**config.mk**
```make
export PLATFORM = sky130hd
export DESIGN_NAME = pix_box_downsampler
export DESIGN_NICKNAME = d
export VERILOG_FILES = /design/src/rtl/pix_box_downsampler.sv
export SDC_FILE = /design/constraint.sdc
export NUM_CORES = 1
export LEC_CHECK = 0
export CAP_MARGIN = 20
export CELL_PAD_IN_SITES_DETAIL_PLACEMENT = 1
export CELL_PAD_IN_SITES_GLOBAL_PLACEMENT = 1
export CORE_UTILIZATION = 44
export DETAILED_ROUTE_END_ITERATION = 7
export PLACE_DENSITY = 0.83
export SYNTH_ARGS = -nofsm -noshare
export SYNTH_HDL_FRONTEND = slang
export SYNTH_SLANG_ARGS = --single-unit
export TNS_END_PERCENT = 100
```
**constraint.sdc**
```tcl
create_clock -name clk -period 6.6 [get_ports clk]
set_input_delay 1.32 -clock clk [delete_from_list [all_inputs] [get_ports clk]]
set_output_delay 1.32 -clock clk [all_outputs]
set_load 0.02 [all_outputs]
```
**src/rtl/pix_box_downsampler.sv**
```systemverilog
// Raster-stream box downsampler: crops a window, averages BLKxBLK blocks, writes one pixel per block.
// Define BOX_DS_BINARIZE_EN to output (avg >= thresh) ? all-ones : 0 instead of the average.
module pix_box_downsampler #(
  parameter int PIX_W    = 8,
  parameter int COORD_W  = 16,
  parameter int OUT_W    = 28,
  parameter int OUT_H    = 28,
  parameter int LOG2_BLK = 3,
  parameter int ADDR_W   = 10
) (
  input  logic               clk,
  input  logic               rst_n,
  input  logic               start,
  input  logic [COORD_W-1:0] win_x0,
  input  logic [COORD_W-1:0] win_y0,
  input  logic [PIX_W-1:0]   thresh,
  input  logic               pix_valid,
  input  logic [COORD_W-1:0] pix_x,
  input  logic [COORD_W-1:0] pix_y,
  input  logic [PIX_W-1:0]   pix_data,
  output logic               busy,
  output logic               done,
  output logic               wr_en,
  output logic [ADDR_W-1:0]  wr_addr,
  output logic [PIX_W-1:0]   wr_data
);
  localparam int BLK   = 1 << LOG2_BLK;
  localparam int ACC_W = PIX_W + 2*LOG2_BLK;
  localparam int CW    = (OUT_W > 1) ? $clog2(OUT_W) : 1;
  localparam int RW    = (OUT_H > 1) ? $clog2(OUT_H) : 1;
  localparam logic [COORD_W-1:0] WIN_WC   = COORD_W'(OUT_W*BLK);
  localparam logic [COORD_W-1:0] WIN_HC   = COORD_W'(OUT_H*BLK);
  localparam logic [COORD_W-1:0] BLK_MASK = COORD_W'(BLK-1);

  localparam logic [1:0] S_IDLE = 2'd0;
  localparam logic [1:0] S_ARM  = 2'd1;
  localparam logic [1:0] S_CAPT = 2'd2;

  logic [1:0]               state_q, state_d;
  logic [COORD_W-1:0]       x0_q, x0_d, y0_q, y0_d;
  logic [OUT_W-1:0][ACC_W-1:0] acc_q, acc_d;
  logic                     wr_en_q, wr_en_d, done_q, done_d;
  logic [ADDR_W-1:0]        wr_addr_q, wr_addr_d;
  logic [PIX_W-1:0]         wr_data_q, wr_data_d;

  logic [COORD_W-1:0] rx, ry;
  logic [CW-1:0]      col;
  logic [RW-1:0]      row;
  logic               in_win, origin, blk_end, last_blk, hit;
  logic [ACC_W-1:0]   blk_sum;
  logic [PIX_W-1:0]   avg;

  // Unsigned wrap of rx/ry makes the upper bound check safe once pix >= origin.
  assign rx       = pix_x - x0_q;
  assign ry       = pix_y - y0_q;
  assign in_win   = (pix_x >= x0_q) && (rx < WIN_WC) && (pix_y >= y0_q) && (ry < WIN_HC);
  assign origin   = (pix_x == x0_q) && (pix_y == y0_q);
  assign col      = rx[LOG2_BLK +: CW];
  assign row      = ry[LOG2_BLK +: RW];
  assign blk_end  = ((rx & BLK_MASK) == BLK_MASK) && ((ry & BLK_MASK) == BLK_MASK);
  assign last_blk = (col == CW'(OUT_W-1)) && (row == RW'(OUT_H-1));
  assign hit      = pix_valid && in_win &&
                    ((state_q == S_CAPT) || ((state_q == S_ARM) && origin));
  // The origin pixel starts a fresh frame, so it never sees stale accumulator content.
  assign blk_sum  = (origin ? '0 : acc_q[col]) + ACC_W'(pix_data);
  assign avg      = PIX_W'(blk_sum >> (2*LOG2_BLK));

  // Held high through the done cycle so it drops one cycle after done.
  assign busy = (state_q != S_IDLE) || done_q;

`ifndef BOX_DS_BINARIZE_EN
  logic unused_thresh;
  assign unused_thresh = ^thresh;
`endif

  always_comb begin
    state_d   = state_q;
    x0_d      = x0_q;
    y0_d      = y0_q;
    acc_d     = acc_q;
    wr_en_d   = 1'b0;
    done_d    = 1'b0;
    wr_addr_d = wr_addr_q;
    wr_data_d = wr_data_q;
    if (state_q == S_IDLE) begin
      if (start && !busy) begin
        x0_d    = win_x0;
        y0_d    = win_y0;
        acc_d   = '0;
        state_d = S_ARM;
      end
    end else if (hit) begin
      if (origin) begin
        acc_d   = '0;
        state_d = S_CAPT;
      end
      if (blk_end) begin
        acc_d[col] = '0;
        wr_en_d    = 1'b1;
        wr_addr_d  = ADDR_W'(row) * ADDR_W'(OUT_W) + ADDR_W'(col);
`ifdef BOX_DS_BINARIZE_EN
        wr_data_d  = (avg >= thresh) ? '1 : '0;
`else
        wr_data_d  = avg;
`endif
        if (last_blk) begin
          done_d  = 1'b1;
          state_d = S_IDLE;
        end
      end else begin
        acc_d[col] = blk_sum;
      end
    end
  end

  always_ff @(posedge clk or negedge rst_n) begin
    if (!rst_n) begin
      state_q   <= S_IDLE;
      x0_q      <= '0;
      y0_q      <= '0;
      acc_q     <= '0;
      wr_en_q   <= 1'b0;
      done_q    <= 1'b0;
      wr_addr_q <= '0;
      wr_data_q <= '0;
    end else begin
      state_q   <= state_d;
      x0_q      <= x0_d;
      y0_q      <= y0_d;
      acc_q     <= acc_d;
      wr_en_q   <= wr_en_d;
      done_q    <= done_d;
      wr_addr_q <= wr_addr_d;
      wr_data_q <= wr_data_d;
    end
  end

  assign wr_en   = wr_en_q;
  assign done    = done_q;
  assign wr_addr = wr_addr_q;
  assign wr_data = wr_data_q;
endmodule

```
==> results.txt <==
The number of synthesized register bits came out at 446. The number of filler cells placed in the layout is 5,785. The number of distinct library cells after synthesis is 98. The core outline area is 52,900 µm². The share of power burned in combinational logic is 57.1%. The required time reported for the critical path endpoint is 7.12 ns. Along the worst path, the maximum fanout reaches 17. For this block, the initial DRC count from the detailed router was 1,446. The worst clock skew came out at 0.0350 ns. The power share of the sequential group came out at 21.7%. The wire length of the first global-routing pass came out at 127,000 µm. In the synthesized netlist the dominant register cell turns out to be dfrtp_1.

The number of failing hold endpoints at the final stage came out at 0. Summed over all layers, the routed wires come to 83,000 µm. The worst setup path is captured at a flop. The die width is 234 µm. When the netlist entered floorplanning its net count stood at 2,508. The worst slack after detailed placement came out at -0.433 ns. The clock edge transition at the registers on the reported setup and hold paths came out at 0.06 ns. The final cycle utilization of the critical path came out at 99.1%. For this run, the total global-route usage over all layers was measured as 30.8%.

The max-slew violation count is 0. The endpoint identified for the worst register-to-register timing path is acc_q[362]. Once the floorplan was initialized, standard cells occupied 44.8% of the core. The number of buffers added on ports came out at 96. The analysis attributes to cell leakage a power of 11.8 nW. Buffers inserted during clock tree synthesis total 48. The final reports fail on design-rule violations. The number of antenna violations at the first check in global routing is 2. The count of antenna-violating nets left after detailed routing is 0. The first TritonRoute pass finished after 8 iterations. The number of global-route vias before repair came out at 21,641. For flop-to-flop paths, the worst setup slack is 0.87 ns. The cell count after synthesis came out at 2,363. The worst hold path begins at acc_q[195]. Dividing the detail-routed via count by the number of cells gives 6.26. The worst setup path is launched from an input pin. The top cell type by area accounts for 47.2% of the synthesized area. The fraction of power consumed by the clock network came out at 21.2%. The final estimated routing congestion in global placement is 0.922.

The clock latency of the later-clocked register in the worst-skew pair came out at 0.63 ns. The clock drives 446 sinks. The proportion of register bits with asynchronous set or reset after synthesis is 100%. The path class of the tightest hold or removal check is reg2reg. Max-cap violations in this run came to 0. The power density over the cells came out at 473 nW/µm².

The total via count after detailed routing is 20,204. For hold timing, the worst endpoint is acc_q[195]. The largest individual stage delay along the critical path comes from the cell fa_1. The largest vdd supply drop is 474 µV. The category of the critical setup timing path is in2reg. The final worst slack came out at 0.0626 ns. The die covers 54,700 µm².

The internal portion of the total power is 7.12 mW. The sequential cell area came out at 11,200 µm². The I/O pin total came out at 105.

The number of enable flip-flop cells after synthesis came out at 0. The average size of a mapped cell is 10.0 µm². The flow ran to the end, but the final reports show violations. The max-slew headroom at the worst pin came out at 29.3%.

The maximum cell stage delay along the critical path came out at 0.43 ns. The area taken by multi-input logic gates came out at 11,500 µm². The switching power total is 5.91 mW. The row count is 84.

The H-tree depth is 2. STA puts the critical path data arrival time at 7.06 ns. The leftover overflow at the end of global routing is 0. The die is 234 µm tall. Leaving out filler cells and counting taps, the final layout contains 3,229. In this run switching power makes up 45.3% of total power. The finished layout cell area is 27,600 µm².

The cell taking the most area after synthesis is dfrtp_1. The clock period could shrink to 6.54 ns. The post-detailed-placement cell area is 25,900 µm². The sequential share of the synthesized area came out at 47.2%. The cell count of the worst hold path is 2. The share of post-route cells with drive strength above 1 is 15.8%.

The TritonCTS clock tree is built. The routed wire length per instance came out at 25.7 µm. The placed wire-length estimate after detailed placement came out at 57,400 µm. The final total power is 13.0 mW.

The antenna cell count came out at 0. The worst-margin pin slew came out at 1.06 ns. The maximum frequency from static timing analysis came out at 153 MHz. The clock passes through at most 3 buffers.

The cell that appears most often on the critical path is nor2_1. In this run, placement finished with an instance count of 3,143. The cell count of the worst reg-to-reg path came out at 27. After synthesis, the cell types taking the most area are dfrtp_1 47%, nand2_1 8.3%, mux4_2 6.8%, o21ai_0 6.0%, ha_1 2.7%.

The final setup violation count is 0. The remaining routing DRC violations is 15. The number of warnings issued by yosys came out at 0. The cell sitting at the root of the clock tree is a clkbuf_16. The post-synth design cell area is 23,700 µm². The net count of the finished layout is 2,654.

Entering global routing, the biggest net connects 121 pins. The worst register-to-register path begins at x0_q[0]. The area growth from synthesis to layout is 16.5%.
logic make-up after synthesis:
logic type,share of synthesized area (%)
flip-flops,47.2
AND/OR/NAND/NOR,15.4
XOR/XNOR,1.26
AO/OA/AOI/OAI,18.7
multiplexers,9.34
adder cells (fa/ha/maj),3.51
buffers and inverters,4.69
synth_stat cells (45+ instances only):
cell and instances:
dfrtp_1 446, buf_2 45, o21ai_1 85, inv_1 57, o2bb2ai_1 49, a21oi_1 66
nor2_1 112, nand2_1 526, o21ai_0 284, clkbuf_1 47, mux4_2 71, ha_1 52
metal layers:
metal  GRT usage, %  share of wire (%)
met5              0              0.030
met2           52.2                 49
met4           14.5                4.7
met3           5.35                7.0
met1           38.3                 39
critical path: cells and delay by family:
family	cells	cell delay, ns
muxes	1	0.29
xor gates and xnor gates	2	0.35
and+or+nand+nor	7	1.06
adders and majority gates	3	0.97
AOI/OAI and AO/OA	7	1.41
buffers and inverters	9	1.61
per-stage QoR:
stage / hold slack, ns / util [%] / TNS (ns)
floorplan: 0.441 / - / 0
global placement: 0.453 / 49.0 / -28.22
detailed placement: 0.463 / 49.0 / -45.29
CTS: 0.476 / 51.9 / 0
global route: 0.495 / 52.1 / -8.18
finish: 0.477 / 52.1 / 0
flip-flops by register name (all words and copies together) (netlist names):
| signal | cells |
|---|---|
| acc_q | 392 |
| done | 1 |
| state_q | 2 |
| wr_addr | 10 |
| wr_data | 8 |
| wr_en | 1 |
| x0_q | 16 |
| y0_q | 16 |
final cells by class:
class / count / area share [%]
Tap cell: 688 / 3.12
Timing Repair Buffer: 243 / 8.08
Multi-Input combinational cell: 1711 / 41.8
Clock inverter: 15 / 0.853
Clock buffer: 67 / 4.87
Inverter: 59 / 0.804
Sequential cell: 446 / 40.5
placed cells by master, fill, tap and decap left out, types with 31 or more instances in the layout:
| cell | instances |
|---|---|
| nand2_1 | 526 |
| dfrtp_1 | 446 |
| o21ai_0 | 282 |
| buf_4 | 133 |
| nor2_1 | 110 |
| clkdlybuf4s50_1 | 95 |
| o21ai_1 | 87 |
| mux4_2 | 71 |
| a21oi_1 | 66 |
| inv_1 | 57 |
| ha_1 | 51 |
| o2bb2ai_1 | 49 |
| clkbuf_16 | 48 |
| mux2i_1 | 37 |
| nand2b_1 | 33 |
| nand3_1 | 31 |
repair_timing:
item / in CTS / in global routing
setup buffers: 0 / 4
endpoints found under the setup margin: 0 / 77
resized for setup: 0 / 13
hold buffers: 0 / 0
power by group through the flow:
stage	combinational (mW)	sequential (mW)	clock, mW
6_report	7.44	2.83	2.76
5_1_grt	7.84	2.83	2.90
4_1_cts	7.16	2.83	2.80
3_5_place_dp	7.09	2.88	0
3_3_place_gp	6.85	2.87	0
2_1_floorplan	4.25	2.87	0
worst max-delay path by stage:
stage	startpoint	endpoint	slack (ns)
2_1_floorplan	pix_x[0]	wr_data[7]	0.006
3_3_place_gp	pix_x[1]	wr_data[6]	-0.32
3_5_place_dp	pix_x[0]	acc_q[362]	-0.43
4_1_cts	pix_x[0]	acc_q[320]	0.09
5_1_grt	pix_x[0]	acc_q[390]	-0.27
6_report	pix_x[0]	acc_q[362]	0.06
Power figures use the tool's default switching activity.
